File: config.mk
export PLATFORM = sky130hd
export DESIGN_NAME = seq_shifter_dlx
export DESIGN_NICKNAME = d
export VERILOG_FILES = /design/src/rtl/seq_shifter_dlx_pkg.sv /design/src/rtl/shift_step_dlx.sv /design/src/rtl/seq_shifter_dlx.sv
export SDC_FILE = /design/constraint.sdc
export NUM_CORES = 1
export LEC_CHECK = 0
export CAP_MARGIN = 25
export CORE_ASPECT_RATIO = 1.1
export CORE_MARGIN = 3
export CORE_UTILIZATION = 35
export CTS_CLUSTER_DIAMETER = 200
export DETAILED_ROUTE_END_ITERATION = 8
export PLACE_DENSITY = 0.6
export SLEW_MARGIN = 20
export SYNTH_ARGS = -nofsm -noshare
export SYNTH_HDL_FRONTEND = slang
export SYNTH_HIERARCHICAL = 1
export SYNTH_SLANG_ARGS = --single-unit
File: constraint.sdc
create_clock -name CLK -period 3.99 [get_ports CLK]
set_input_delay 0.399 -clock CLK [delete_from_list [all_inputs] [get_ports CLK]]
set_output_delay 0.399 -clock CLK [all_outputs]
set_load 0.03 [all_outputs]
File: src/rtl/seq_shifter_dlx_pkg.sv
// Shared encodings for the multi-cycle DLX shift unit.
// Rotate support is controlled by SEQ_SHIFTER_ROTATE_EN.
package seq_shifter_dlx_pkg;

    localparam logic [2:0] MODE_SLL = 3'd0;
    localparam logic [2:0] MODE_SRL = 3'd1;
    localparam logic [2:0] MODE_SRA = 3'd2;
    localparam logic [2:0] MODE_ROL = 3'd3;
    localparam logic [2:0] MODE_ROR = 3'd4;

    typedef enum logic [1:0] {
        ST_IDLE  = 2'd0,
        ST_SHIFT = 2'd1,
        ST_FIN   = 2'd2
    } state_t;

endpackage

File: src/rtl/shift_step_dlx.sv
// Combinational single-bit shift/rotate step.
// Rotates exist only when SEQ_SHIFTER_ROTATE_EN is defined.
module shift_step_dlx
    import seq_shifter_dlx_pkg::*;
#(
    parameter int WIDTH = 32
) (
    input  logic [WIDTH-1:0] data,
    input  logic [2:0]       mode,
    output logic [WIDTH-1:0] stepped
);

    always_comb begin
        stepped = {data[WIDTH-2:0], 1'b0};
        case (mode)
            MODE_SRL: stepped = {1'b0, data[WIDTH-1:1]};
            MODE_SRA: stepped = {data[WIDTH-1], data[WIDTH-1:1]};
`ifdef SEQ_SHIFTER_ROTATE_EN
            MODE_ROL: stepped = {data[WIDTH-2:0], data[WIDTH-1]};
            MODE_ROR: stepped = {data[0], data[WIDTH-1:1]};
`else
            // Without rotates, ROR degrades to a logical right shift
            MODE_ROR: stepped = {1'b0, data[WIDTH-1:1]};
`endif
            default: stepped = {data[WIDTH-2:0], 1'b0};
        endcase
    end

endmodule

File: src/rtl/seq_shifter_dlx.sv
// Multi-cycle shifter: one bit position per clock, start/busy/done handshake.
// Optional rotate modes via SEQ_SHIFTER_ROTATE_EN.
module seq_shifter_dlx
    import seq_shifter_dlx_pkg::*;
#(
    parameter int WIDTH = 32,
    parameter int AMT_W = $clog2(WIDTH)
) (
    input  logic             CLK,
    input  logic             RESET,
    input  logic             START,
    input  logic [2:0]       MODE,
    input  logic [AMT_W-1:0] AMT,
    input  logic [WIDTH-1:0] DI,
    output logic [WIDTH-1:0] DO,
    output logic             BUSY,
    output logic             DONE
);

    state_t           state;
    logic [AMT_W-1:0] count;
    logic [2:0]       mode_q;
    logic [WIDTH-1:0] stepped;

    shift_step_dlx #(
        .WIDTH(WIDTH)
    ) u_step (
        .data   (DO),
        .mode   (mode_q),
        .stepped(stepped)
    );

    always_ff @(posedge CLK) begin
        if (RESET) begin
            state  <= ST_IDLE;
            DO     <= '0;
            count  <= '0;
            mode_q <= '0;
            BUSY   <= 1'b0;
            DONE   <= 1'b0;
        end else begin
            case (state)
                ST_SHIFT: begin
                    DO    <= stepped;
                    count <= count - AMT_W'(1);
                    if (count == AMT_W'(1)) begin
                        state <= ST_FIN;
                        BUSY  <= 1'b0;
                        DONE  <= 1'b1;
                    end
                end
                ST_IDLE, ST_FIN: begin
                    // FIN also accepts, giving back-to-back operation
                    if (START) begin
                        DO     <= DI;
                        mode_q <= MODE;
                        count  <= AMT;
                        if (AMT == '0) begin
                            state <= ST_FIN;
                            BUSY  <= 1'b0;
                            DONE  <= 1'b1;
                        end else begin
                            state <= ST_SHIFT;
                            BUSY  <= 1'b1;
                            DONE  <= 1'b0;
                        end
                    end else begin
                        state <= ST_IDLE;
                        BUSY  <= 1'b0;
                        DONE  <= 1'b0;
                    end
                end
                default: begin
                    state <= ST_IDLE;
                    BUSY  <= 1'b0;
                    DONE  <= 1'b0;
                end
            endcase
        end
    end

endmodule
==> results of run 1 <==
-- cell type report --
type,instances,area share (%)
multi-input cells,182,43.50
flip-flops and latches,43,25.90
repair buffers,79,23.98
well taps,82,3.083
clock buffers,6,2.180
clock inverters,1,0.9023
inverters,4,0.4511
-- metal layers --
metal | vias to the layer above | track usage [%]
li1 | 1078 | -
met1 | 1013 | 20.25
met2 | 55 | 27.49
met3 | 4 | 3.141
met4 | 0 | 4.286
met5 | - | 0
-- power groups by stage --
stage / logic [mW] / registers (mW) / clock network (mW)
2_1_floorplan: 0.284 / 0.620 / 0
3_5_place_dp: 0.519 / 0.550 / 0
3_3_place_gp: 0.513 / 0.550 / 0
6_report: 0.526 / 0.539 / 0.329
4_1_cts: 0.521 / 0.541 / 0.339
5_1_grt: 0.568 / 0.550 / 0.353
-- kinds of logic after synthesis --
family          count (synthesis)  synth area share (%)
compound gates                 53                 15.42
xor+xnor                        1                0.3527
fa+ha+maj                       2                 1.007
buf+inv                        30                 7.657
flops                          43                 34.66
mux                            64                 27.61
simple gates                   62                 13.30
-- state kept, by name, summed over array words and instances (netlist names) --
name,cells
DO,32
count,5
mode_q,3
state,2
BUSY,1
-- path summary, 6_finish.rpt --
check | start | to | slack, ns | depth (start not counted)
min | BUSY$_SDFFE_PP0P_ | BUSY$_SDFFE_PP0P_ | 0.49 | 2
max reg2reg | state[0]$_SDFFE_PP0P_ | DO[9]$_SDFFE_PP0P_ | 1.78 | 4
max | state[0]$_SDFFE_PP0P_ | DO[9]$_SDFFE_PP0P_ | 1.78 | 4
min reg2reg | BUSY$_SDFFE_PP0P_ | BUSY$_SDFFE_PP0P_ | 0.49 | 2
-- stage by stage --
stage | cell area (µm²) | util, % | total power, mW | std cells
2_1_floorplan | 2484 | - | 0.9035 | 255
3_3_place_gp | 3198 | 47.39 | 1.063 | 389
3_5_place_dp | 3198 | 47.39 | 1.069 | 389
4_1_cts | 3301 | 48.91 | 1.400 | 396
5_1_grt | 3328 | 49.31 | 1.471 | 397
6_report | 3328 | 49.31 | 1.394 | 397
-- worst min-delay path, delay by kind of cell (launching register included) --
kind,cells,cell delay (ns)
AO/OA/AOI/OAI,1,0.06
AND/OR/NAND/NOR,1,0.06
flip-flops,1,0.32
-- cell usage in the layout, fill, tap and decap left out, types with 2 or more instances in the layout --
master and instances:
clkdlybuf4s50_1 75, dfxtp_1 42, mux2i_1 34, a211oi_1 33, nor3_1 32, mux2_2 28, nand2_1 10, a21oi_1 9
nand2b_1 5, clkbuf_8 5, inv_1 4, or4_1 2, o21ai_0 2, o31ai_1 2, nand3_1 2, nor3b_1 2
ha_1 2, buf_4 2, mux2_4 2, nor2_1 2
==> out/results.ini, run 1 <==
[status]
outcome=finished clean

[clock_tree]
ctsHoldBuffers=0
cts_tree=built
cts.sinks=43
postCtsSetupBuffers=0
path_clk_slew_ns=0.08
cts_root_buf=clkbuf_8
clockBufferDepth=2
cts-resized-gates=0
cts_max_level=2
clock_latency_ns=0.29
numCtsBuffers=5

[yosys]
netlist.area_leader.share_pct=34.66
synth_seq_area_share_pct=34.66
syn_avg_cell_area_um2=9.740
async_flop_share_pct=0
syn-num-nets=300
netlist_top_cells_count=dfxtp_1, mux2i_1, a211oi_1, nor3_1, mux2_2
netlist-cell-type-count=36
yosysTopAreaCell=dfxtp_1
synthTopCellsByArea=dfxtp_1, mux2i_1, mux2_2
synth-seq-cells=43
synth.most_common_cell=dfxtp_1
synthCells=255
synth_edf_count=0
ys.flop_type=dfxtp_1
ys_warn_count=6
synth_area_um2=2484

[sta]
slew_headroom_pct=37.07
whs_ns=0.4932
grt_setup_unrepaired=no
fin_skew_ns=0.009240
tightest_slew_ns=0.9419
tns_ns=0
clock.fmax_mhz=452.2
worst_slack_ns=1.778
min_period_ns=2.212
finalHoldViolCount=0
setup_viol=0
period_share_pct=55.43
finalMaxSlewViolations=0

[power]
total_leakage_power_nw=1.220
p_sw_share_pct=33.45
max-vdd-ir-drop_v=0.0001653
p_switching_mw=0.4663
p_per_area_nw_per_um2=418.8
comb_power_share_pct=37.7
seqPwrFrac_pct=38.7
internal_power_mw=0.9277
p_clk_share_pct=23.6

[worst_setup_path]
critPathMaxFanout=43
crit_type=flop to flop
cp-start-kind=flop
cp_num_buf_inv=1
crit_path_top_delay_cell=buf_4
cp.required_ns=4.19
crit_family=simple AND/OR/NAND/NOR gates
endpoint_kind=flop
crit_chain=buf_4 -> nand2b_1 -> nand2_2 -> a211oi_1
arrival_ns=2.41
critical_path.max_stage_delay_ns=0.54

[floorplan]
rows=31
boundaryPins=77
die_y_um=94.35
core_area_um2=6749
start_util_pct=36.80
chipWidth_um=86.32
die_area_um2=8144

[finish]
area_growth_syn_to_layout_pct=34.00
diodes=0
drive_gt1_share_pct=14.92
multi_input_area_um2=1448
fin_nets=360
seqCellArea_um2=862.1
fill_cells=679

[route]
routed_via_density=5.416
wl_met2_um=3058
wl_met1_um=3049
avgRoutedWirePerCell_um=16.26
drc_errors=0
vias=2150
wl_met3_um=288
drt_wl_total_um=6455
ant_nets=0
drtIter0Drc=86
first_pass_iters=6
top_layer_used=met4

[grt]
grt_usage_pct=15.95
grt_pass1_vias=2182
grt_overflow=0
grt_antenna_before_repair=0
grt_pass1_wl_um=10520
grt_max_degree=46

[place]
routabilityCongestion=0.7635
port_buffers=76
post-dp-hpwl_um=4080
pre_cts_slack_ns=1.711

[job]
max-cap-violations=0

[hold_path]
min_path_type=flop to flop

(Power assumes the default switching activity.)
==> run 2, diff against run 1 <==
--- a/config.mk
+++ b/config.mk
@@ -11,7 +11,7 @@
 export CORE_UTILIZATION = 35
 export CTS_CLUSTER_DIAMETER = 200
 export DETAILED_ROUTE_END_ITERATION = 8
-export PLACE_DENSITY = 0.6
+export PLACE_DENSITY = 0.62
 export SLEW_MARGIN = 20
 export SYNTH_ARGS = -nofsm -noshare
 export SYNTH_HDL_FRONTEND = slang
==> constraint.sdc (replaced) <==
create_clock -name CLK -period 1.98 [get_ports CLK]
set_input_delay 0.198 -clock CLK [delete_from_list [all_inputs] [get_ports CLK]]
set_output_delay 0.198 -clock CLK [all_outputs]
set_load 0.03 [all_outputs]
==> run 2 against run 1 <==
Against the previous run: clock-buffer cell count did not move; final cell count rose by 1.0%; clock power rose by 73%; largest cell class unchanged; worst setup slack got worse by 1.5 ns; routed wire length rose by 2.9%; sequential power rose by 100%; first-iteration DRC count fell by 4.7%; die area did not move; core utilization rose by 0.48 points; total power rose by 97%; combinational power rose by 110%; via count rose by 1.1%.
==> out/results.ini, run 2 (synthesis results as in run 1) <==
[route]
routed_via_density=5.419  ; was 5.416
drt_wl_total_um=6640  ; was 6455 µm
ant_nets=0  ; unchanged
vias=2173  ; was 2150
first_pass_iters=4  ; was 6
avgRoutedWirePerCell_um=16.56  ; was 16.26 µm
drc_errors=0  ; unchanged
drtIter0Drc=82  ; was 86

[finish]
top_register=DO  ; unchanged
final_cell_mix=clkdlybuf4s50_1, dfxtp_1, mux2i_1  ; unchanged
multi_input_area_um2=1448  ; unchanged
final_design_area_no_fill_um2=3361  ; was 3328 µm²
layout_commonest_cell=clkdlybuf4s50_1  ; unchanged
diodes=0  ; unchanged
drive_gt1_share_pct=16.30  ; was 14.92%
final_cells=401  ; was 397
top_regs=DO x32, count x5, mode_q x3  ; unchanged
largest_reg_flops=32  ; unchanged
fill_cells=675  ; was 679
area_growth_syn_to_layout_pct=35.31  ; was 34.00%
fin_nets=364  ; was 360
seqCellArea_um2=862.1  ; unchanged

[sta]
period_share_pct=85.13  ; was 55.43%
tns_ns=0  ; unchanged
finalMaxSlewViolations=0  ; unchanged
setup_viol=0  ; unchanged
whs_ns=0.4480  ; was 0.4932 ns
finalHoldViolCount=0  ; unchanged
clock.fmax_mhz=593.2  ; was 452.2 MHz
tightest_slew_ns=0.6665  ; was 0.9419 ns
grt_setup_unrepaired=no  ; unchanged
fin_skew_ns=0.006905  ; was 0.009240 ns
slew_headroom_pct=55.57  ; was 37.07%
min_period_ns=1.686  ; was 2.212 ns

[worst_setup_path]
critical_path.max_stage_delay_ns=0.43  ; was 0.54 ns
endpoint_kind=flop  ; unchanged
r2r-end=DO[15]$_SDFFE_PP0P_  ; was DO[9]$_SDFFE_PP0P_
cp_num_buf_inv=1  ; unchanged
regToRegSetupSlack_ns=0.29  ; was 1.78 ns
crit_chain=o21ai_0 -> o21ai_4 -> buf_12 -> mux2_2 -> mux2i_1 -> a211oi_1  ; was buf_4 -> nand2b_1 -> nand2_2 -> a211oi_1
crit_type=flop to flop  ; unchanged
cp.required_ns=2.13  ; was 4.19 ns
crit_path_top_delay_cell=dfxtp_1  ; was buf_4
crit_family=multiplexers  ; was simple AND/OR/NAND/NOR gates
arrival_ns=1.84  ; was 2.41 ns
r2r-start=mode_q[1]$_SDFFE_PP0P_  ; was state[0]$_SDFFE_PP0P_
critPathMaxFanout=32  ; was 43
reg2reg_depth=6  ; was 4
cp-start-kind=flop  ; unchanged

[power]
p_clk_share_pct=20.8  ; was 23.6%
comb_power_share_pct=39.3  ; was 37.7%
p_sw_share_pct=34.73  ; was 33.45%
internal_power_mw=1.788  ; was 0.9277 mW
p_per_area_nw_per_um2=815.3  ; was 418.8 nW/µm²
seqPwrFrac_pct=39.9  ; was 38.7%
p_switching_mw=0.9518  ; was 0.4663 mW
max-vdd-ir-drop_v=0.0003303  ; was 0.0001653 V
total_leakage_power_nw=1.241  ; was 1.220 nW

[hold_path]
min_path_cells=2  ; unchanged
hold_path_startpoint=RESET  ; was BUSY$_SDFFE_PP0P_
worstHoldEndpoint=state[0]$_SDFFE_PP0P_  ; was BUSY$_SDFFE_PP0P_
min_path_type=input port to flop  ; was flop to flop

[floorplan]
die_y_um=94.35  ; unchanged
rows=31  ; unchanged
chipWidth_um=86.32  ; unchanged
die_area_um2=8144  ; unchanged
start_util_pct=36.80  ; unchanged
boundaryPins=77  ; unchanged
core_area_um2=6749  ; unchanged

[grt]
grt_pass1_vias=2186  ; was 2182
grt_usage_pct=16.29  ; was 15.95%
grt_pass1_wl_um=10730  ; was 10520 µm
grt_overflow=0  ; unchanged
grt_antenna_before_repair=0  ; unchanged
grt_max_degree=41  ; was 46

[place]
post-dp-hpwl_um=4475  ; was 4080 µm
port_buffers=76  ; unchanged
routabilityCongestion=0.7746  ; was 0.7635
post-place-cells=394  ; was 389
dpl_cell_area_um2=3273  ; was 3198 µm²

[clock_tree]
cts_root_buf=clkbuf_8  ; unchanged
cts-resized-gates=0  ; unchanged
cts.sinks=43  ; unchanged
numCtsBuffers=5  ; unchanged
postCtsSetupBuffers=0  ; unchanged
ctsHoldBuffers=0  ; unchanged
cts_tree=built  ; unchanged
cts_max_level=2  ; unchanged
clockBufferDepth=2  ; unchanged
clock_latency_ns=0.29  ; about the same
path_clk_slew_ns=0.08  ; about the same

[job]
max-cap-violations=0  ; unchanged

[status]
outcome=finished clean  ; unchanged

==> run 2: final cells by class <==
class                           count  share of cell area [%]
Multi-Input combinational cell    182                   43.08
Clock buffer                        6                   2.457
Inverter                            4                  0.4468
Tap cell                           82                   3.053
Timing Repair Buffer               83                   25.17
Sequential cell                    43                   25.65
Clock inverter                      1                  0.1489
==> run 2: layer usage <==
layer	share of wire (%)	global-route usage, %
met1	45	21.96
met2	49	26.34
met3	4.9	3.490
met4	0.95	4.286
met5	0	0
==> run 2: per-stage QoR <==
stage	power [mW]	util [%]	setup WS, ns
finish	2.740	49.80	0.2943
global route	2.893	49.80	0.1959
CTS	2.774	49.80	0.2924
detailed placement	2.198	48.50	0.3083
global placement	2.180	48.50	0.3412
floorplan	1.821	-	0.4189
==> run 2: power by group through the flow <==
stage	combinational [mW]	sequential [mW]	clock [mW]
floorplan	0.572	1.25	0
global placement	1.07	1.11	0
detailed placement	1.08	1.11	0
CTS	1.09	1.09	0.593
global route	1.16	1.12	0.619
finish	1.08	1.09	0.569
==> run 2: worst max path at each step <==
stage                                endpoint                    from  cells past startpoint
after floorplan            DO[3]$_SDFFE_PP0P_  mode_q[0]$_SDFFE_PP0P_                      6
after global routing      DO[17]$_SDFFE_PP0P_  mode_q[1]$_SDFFE_PP0P_                      6
after detailed placement  DO[15]$_SDFFE_PP0P_  mode_q[1]$_SDFFE_PP0P_                      6
after CTS                 DO[18]$_SDFFE_PP0P_  mode_q[1]$_SDFFE_PP0P_                      6
after global placement    DO[12]$_SDFFE_PP0P_  mode_q[1]$_SDFFE_PP0P_                      6
final                     DO[15]$_SDFFE_PP0P_  mode_q[1]$_SDFFE_PP0P_                      6
